--- config.mk ---
export PLATFORM = sky130hd
export DESIGN_NAME = mem_stage_sram
export DESIGN_NICKNAME = d
export VERILOG_FILES = /design/src/rtl/mem_stage_sram_pkg.sv /design/src/rtl/mem_stage_sram_ctrl.sv /design/src/rtl/mem_stage_sram.sv
export SDC_FILE = /design/constraint.sdc
export NUM_CORES = 1
export LEC_CHECK = 0
export ABC_CLOCK_PERIOD_IN_PS = 4200
export BUFFER_PORTS_ARGS = -buffer_cell sky130_fd_sc_hd__buf_2
export CAP_MARGIN = 20
export CORE_AREA = 2 2 102 104
export CTS_CLUSTER_DIAMETER = 120
export DETAILED_ROUTE_END_ITERATION = 12
export DIE_AREA = 0 0 104 106
export GPL_TIMING_DRIVEN = 1
export PLACE_DENSITY = 0.67
export SLEW_MARGIN = 20
export SYNTH_ARGS = -nofsm -noshare
export SYNTH_HDL_FRONTEND = slang
export SYNTH_HIERARCHICAL = 1
export SYNTH_SLANG_ARGS = --single-unit
--- constraint.sdc ---
create_clock -name clk -period 4.2 [get_ports clk]
set_input_delay 0.42 -clock clk [delete_from_list [all_inputs] [get_ports clk]]
set_output_delay 0.42 -clock clk [all_outputs]
set_load 0.01 [all_outputs]
--- src/rtl/mem_stage_sram_pkg.sv ---
// Shared types and constants for the SRAM-backed MEM stage.
// Optional stall counter is enabled with MEM_STALL_CNT_EN.
package mem_stage_sram_pkg;

  localparam int unsigned SramDw          = 16;
  localparam int unsigned DefaultBaseAddr = 1024;

  typedef enum logic [1:0] {
    StIdle,
    StLo,
    StHi,
    StDone
  } mem_state_e;

  function automatic int unsigned phase_width(input int unsigned wait_cycles);
    return (wait_cycles == 0) ? 1 : $clog2(wait_cycles + 1);
  endfunction

endpackage

--- src/rtl/mem_stage_sram_ctrl.sv ---
// Two-phase halfword SRAM sequencer: FSM, phase counter, SRAM pins and the {hi,lo} result register.
// The request cycle in StIdle doubles as the first cycle of the lo phase.
module mem_stage_sram_ctrl
  import mem_stage_sram_pkg::*;
#(
  parameter int unsigned SRAM_AW     = 18,
  parameter int unsigned WAIT_CYCLES = 1
) (
  input  logic               clk_i,
  input  logic               rst_ni,
  input  logic               req_i,
  input  logic               write_i,
  input  logic               clr_i,
  input  logic [SRAM_AW-2:0] word_i,
  input  logic [31:0]        wdata_i,
  input  logic [SramDw-1:0]  sram_dq_i,
  output logic               freeze_o,
  output logic [31:0]        result_o,
  output logic [SRAM_AW-1:0] sram_addr_o,
  output logic [SramDw-1:0]  sram_dq_o,
  output logic               sram_oe_o,
  output logic               sram_we_n_o
);

  localparam int unsigned PhW = phase_width(WAIT_CYCLES);
  localparam logic [PhW-1:0] PhLast = PhW'(WAIT_CYCLES);

  mem_state_e     state_q;
  logic [PhW-1:0] phase_q;
  logic [31:0]    result_q;
  logic           start, lo_sel, hi_sel, active, drive;

  // Gate with reset so the pins fall back to idle values while reset is held.
  assign start  = rst_ni && (state_q == StIdle) && req_i;
  assign lo_sel = start || (state_q == StLo);
  assign hi_sel = (state_q == StHi);
  assign active = lo_sel || hi_sel;
  assign drive  = active && write_i;

  assign freeze_o    = active;
  assign sram_addr_o = active ? {word_i, hi_sel} : '0;
  assign sram_dq_o   = drive ? (hi_sel ? wdata_i[31:16] : wdata_i[15:0]) : '0;
  assign sram_oe_o   = drive;
  assign sram_we_n_o = !drive;
  assign result_o    = result_q;

  always_ff @(posedge clk_i or negedge rst_ni) begin
    if (!rst_ni) begin
      state_q  <= StIdle;
      phase_q  <= '0;
      result_q <= '0;
    end else begin
      unique case (state_q)
        StIdle: begin
          phase_q <= '0;
          if (req_i) begin
            if (WAIT_CYCLES == 0) begin
              state_q <= StHi;
              if (!write_i) result_q[15:0] <= sram_dq_i;
            end else begin
              state_q <= StLo;
              phase_q <= PhW'(1);
            end
          end else if (clr_i) begin
            result_q <= '0;
          end
        end
        StLo: begin
          if (phase_q == PhLast) begin
            state_q <= StHi;
            phase_q <= '0;
            if (!write_i) result_q[15:0] <= sram_dq_i;
          end else begin
            phase_q <= phase_q + PhW'(1);
          end
        end
        StHi: begin
          if (phase_q == PhLast) begin
            state_q <= StDone;
            phase_q <= '0;
            if (!write_i) result_q[31:16] <= sram_dq_i;
          end else begin
            phase_q <= phase_q + PhW'(1);
          end
        end
        StDone:  state_q <= StIdle;
        default: state_q <= StIdle;
      endcase
    end
  end

endmodule

--- src/rtl/mem_stage_sram.sv ---
// MEM stage with off-chip 16-bit SRAM: range check, address mapping, pass-through and sequencer.
// Define MEM_STALL_CNT_EN to add the saturating stall_cnt output.
module mem_stage_sram
  import mem_stage_sram_pkg::*;
#(
  parameter int unsigned BASE_ADDR   = DefaultBaseAddr,
  parameter int unsigned SRAM_AW     = 18,
  parameter int unsigned WAIT_CYCLES = 1
) (
  input  logic               clk,
  input  logic               rst,
  input  logic [31:0]        PC_in,
  input  logic               mem_read_in,
  input  logic               mem_write_in,
  input  logic               wb_enable_in,
  input  logic [3:0]         wb_dest_in,
  input  logic [31:0]        ALU_result_in,
  input  logic [31:0]        val_Rm_in,
  output logic [31:0]        PC_out,
  output logic               mem_read_out,
  output logic               wb_enable_out,
  output logic [3:0]         wb_dest_out,
  output logic [31:0]        ALU_result_out,
  output logic [31:0]        mem_result_out,
  output logic               freeze,
  output logic [SRAM_AW-1:0] sram_addr,
  output logic [SramDw-1:0]  sram_dq_o,
  input  logic [SramDw-1:0]  sram_dq_i,
  output logic               sram_dq_oe,
  output logic               sram_we_n
`ifdef MEM_STALL_CNT_EN
  ,
  output logic [31:0]        stall_cnt
`endif
);

  logic [31:0] offset;
  logic        mem_op, in_range;
  logic        unused_offset_lsb;

  assign offset            = ALU_result_in - BASE_ADDR;
  assign unused_offset_lsb = ^offset[1:0];
  assign mem_op            = mem_read_in || mem_write_in;
  // Word index must fit in SRAM_AW-1 bits, i.e. offset bits above SRAM_AW are clear.
  assign in_range          = (ALU_result_in >= BASE_ADDR) && (offset[31:SRAM_AW+1] == '0);

  assign PC_out         = PC_in;
  assign mem_read_out   = mem_read_in;
  assign wb_enable_out  = wb_enable_in;
  assign wb_dest_out    = wb_dest_in;
  assign ALU_result_out = ALU_result_in;

  mem_stage_sram_ctrl #(
    .SRAM_AW     (SRAM_AW),
    .WAIT_CYCLES (WAIT_CYCLES)
  ) u_ctrl (
    .clk_i       (clk),
    .rst_ni      (rst),
    .req_i       (mem_op && in_range),
    .write_i     (mem_write_in),
    .clr_i       (mem_op && !in_range),
    .word_i      (offset[SRAM_AW:2]),
    .wdata_i     (val_Rm_in),
    .sram_dq_i   (sram_dq_i),
    .freeze_o    (freeze),
    .result_o    (mem_result_out),
    .sram_addr_o (sram_addr),
    .sram_dq_o   (sram_dq_o),
    .sram_oe_o   (sram_dq_oe),
    .sram_we_n_o (sram_we_n)
  );

`ifdef MEM_STALL_CNT_EN
  logic [31:0] stall_cnt_q;

  always_ff @(posedge clk or negedge rst) begin
    if (!rst) begin
      stall_cnt_q <= '0;
    end else if (freeze && (stall_cnt_q != '1)) begin
      stall_cnt_q <= stall_cnt_q + 32'd1;
    end
  end

  assign stall_cnt = stall_cnt_q;
`endif

endmodule

==> reports/qor.yml <==
floorplanning:
  io_pins: 260
  rows: 37
  die_x_um: 104
  start_util: 0.267
  coreArea_um2: 10000
  die_h_um: 106
  die_area_um2: 11000
placed_design:
  place.gp.congestion: 0.826
  hpwl_um: 5910
  io_buffers: 181
  pre_cts_ws_ns: 0.324
timing:
  slew_violations: 0
  setup_tns_ns: 0
  fin_crit_ns: 3.85
  slew_headroom: 0.442
  skew_ns: 0.00362
  finalWorstSetupSlack_ns: 0.352
  fmax_mhz: 260
  setup_viol: 0
  hold_viol: 0
  hold_slack_ns: 0.209
  fin_crit_sh: 0.916
  worst_pin_slew_ns: 0.837
  grt_setup_unrepaired: "false"
grt:
  antenna_found_initial: 0
  grt.overflow.total: 0
  globalRouteTotalUtil: 0.128
  grt_pass1_wl_um: 11800
  grt_max_degree: 36
  grt_pass1_vias: 2396
routing:
  num_vias: 2459
  ant_nets: 0
  drt-pass1-iter-count: 4
  viasPerCell: 4.60
  drc: 0
  wl_per_cell_um: 13.9
  drt_iter0_drc: 136
  finalWirelength_um: 7440
synthesis:
  netlist_area_um2: 2670
  synth_cells: 285
  async_flop_share: 1.00
  yosysSeqAreaShare: 0.328
  synth_area_leaders: "dfrtp_1 33%, buf_4 20%, a22o_1 11%"
  synth_commonest_cells: "72 x buf_4, 35 x dfrtp_1, 34 x a22o_1, 26 x nor2_1"
  yosysUniqueCellTypes: 45
  syn-mean-instance-area_um2: 9.38
  synth_flop_cell: "dfrtp_1"
  synth_top_area_share: 0.328
  synthMostInstantiatedCell: "buf_4"
  synth-seq-cells: 35
  synth_top_area_cell: "dfrtp_1"
  yosys_warnings: 6
  synth_edf_count: 0
  syn_nets: 412
power_and_ir_drop:
  p_int_mw: 1.13
  p_comb_frac: 0.581
  p_switching_mw: 0.819
  p_per_area_nw_per_um2: 594
  seqPwrFrac: 0.297
  ir_worst_vdd_mv: 0.222
  clkPwrFrac: 0.122
  power_mw: 1.95
  p_leak_nw: 1.80
  switching_share: 0.420
clocking:
  postCtsSetupBuffers: 0
  clk_latency_ns: 0.28
  clkSlewWorstSetupHoldPaths_ns: 0.07
  postCtsResizedCells: 0
  cts_tree: "built"
  cts_buffer_depth: 2
  holdBufCountCts: 0
  cts_buffers: 5
  clockRootBuffer: "clkbuf_8"
  clock-sinks: 35
  h-tree-depth: 2
finish:
  nets: 525
  area_growth_pct: 22.9
  n_antenna_cell: 0
  finish.utilization: 0.329
  drive_gt1_frac: 0.505
  fillers: 1077
status:
  status: "finished clean"
flow_run:
  maxCapViolations: 0
min_path:
  hp-class: "in2async"
setup_path:
  path_class: "in2out"
  cp.arrival_ns: 3.43
  end_kind: "output pin"
  required_ns: 3.78
  crit_fanout: 19
  crit_path_start_kind: "input port"
## kinds of logic (layout without fill, tap and decap cells)
family / count (synthesis) / in the layout / share of synthesized area
buffers and inverters: 87 / 200 / 0.228
AND/OR/NAND/NOR: 80 / 80 / 0.160
AO/OA/AOI/OAI: 54 / 54 / 0.171
flip-flops: 35 / 35 / 0.328
multiplexers: 18 / 18 / 0.0679
adder cells (fa/ha/maj): 6 / 6 / 0.0281
XOR/XNOR: 5 / 5 / 0.0164
## stage by stage
step | instances | instance area (um^2)
after floorplan | 285 | 2670
after global placement | 527 | 3200
after detailed placement | 527 | 3200
after CTS | 534 | 3290
after global routing | 534 | 3290
final | 534 | 3290
## routing by layer
metal / vias to the layer above / wire, um / track usage
met5: - / 0 / 0
met4: 0 / 173 / 0.0434
met3: 23 / 554 / 0.0264
met2: 119 / 3660 / 0.227
met1: 1153 / 3050 / 0.156
li1: 1164 / - / -
## final timing paths
check | startpoint | to | slack, ns | cells past startpoint
worst max-delay path | ALU_result_in[10] | sram_dq_o[3] | 0.35 | 11
worst min-delay path | rst | u_ctrl/result_o[1] | 0.21 | 2
worst max register to register | u_ctrl/state_q[0] | u_ctrl/result_o[22] | 2.14 | 6
worst min register to register | u_ctrl/result_o[25] | u_ctrl/result_o[25] | 0.50 | 1
max in group asynchronous | rst | u_ctrl/result_o[10] | 3.68 | 2
min in group clk | sram_dq_i[5] | u_ctrl/result_o[21] | 0.37 | 2
## critical path, stage by stage
cell and delay [ns]:
buf_2 0.13, or4_4 0.55, or2_0 0.34, o32a_1 0.39, a2bb2oi_1 0.16, nor4_1 0.27
buf_4 0.17, a311o_2 0.37, nand2_2 0.29, nor2_1 0.19, buf_2 0.15
## sequential cells by signal, indices dropped and copies added (netlist names)
| name | count |
|---|---|
| u_ctrl/result_o | 32 |
| u_ctrl/state_q | 2 |
| u_ctrl/phase_q | 1 |
## cell type report
cell class / instances / area [um^2] / share of cell area
tap: 136 / 170 / 0.0518
inverter: 8 / 30.0 / 0.00914
multi-input combinational: 163 / 1190 / 0.361
clock inverter: 1 / 5.00 / 0.00152
clock buffer: 6 / 82.6 / 0.0251
timing repair buffer: 185 / 936 / 0.285
sequential: 35 / 876 / 0.267
## layout by cell type (no fill, tap or decap), drive strengths merged, types with 6 or more instances in the layout
cell | Yosys | final
nor2 | 26 | 26
buf | 77 | 185
clkbuf | 2 | 6
dfrtp | 35 | 35
nand2 | 10 | 10
mux2i | 17 | 17
ha | 6 | 6
a22o | 34 | 34
inv | 8 | 8
and2 | 17 | 17
## power groups by stage
stage / Clock [mW] / Combinational, mW / Sequential (mW)
after global placement: 0 / 1.13 / 0.586
after floorplan: 0 / 0.697 / 0.654
after detailed placement: 0 / 1.15 / 0.588
final: 0.238 / 1.13 / 0.580
after global routing: 0.266 / 1.24 / 0.603
after CTS: 0.248 / 1.15 / 0.582
No activity file was read; power rests on OpenSTA's default activity.
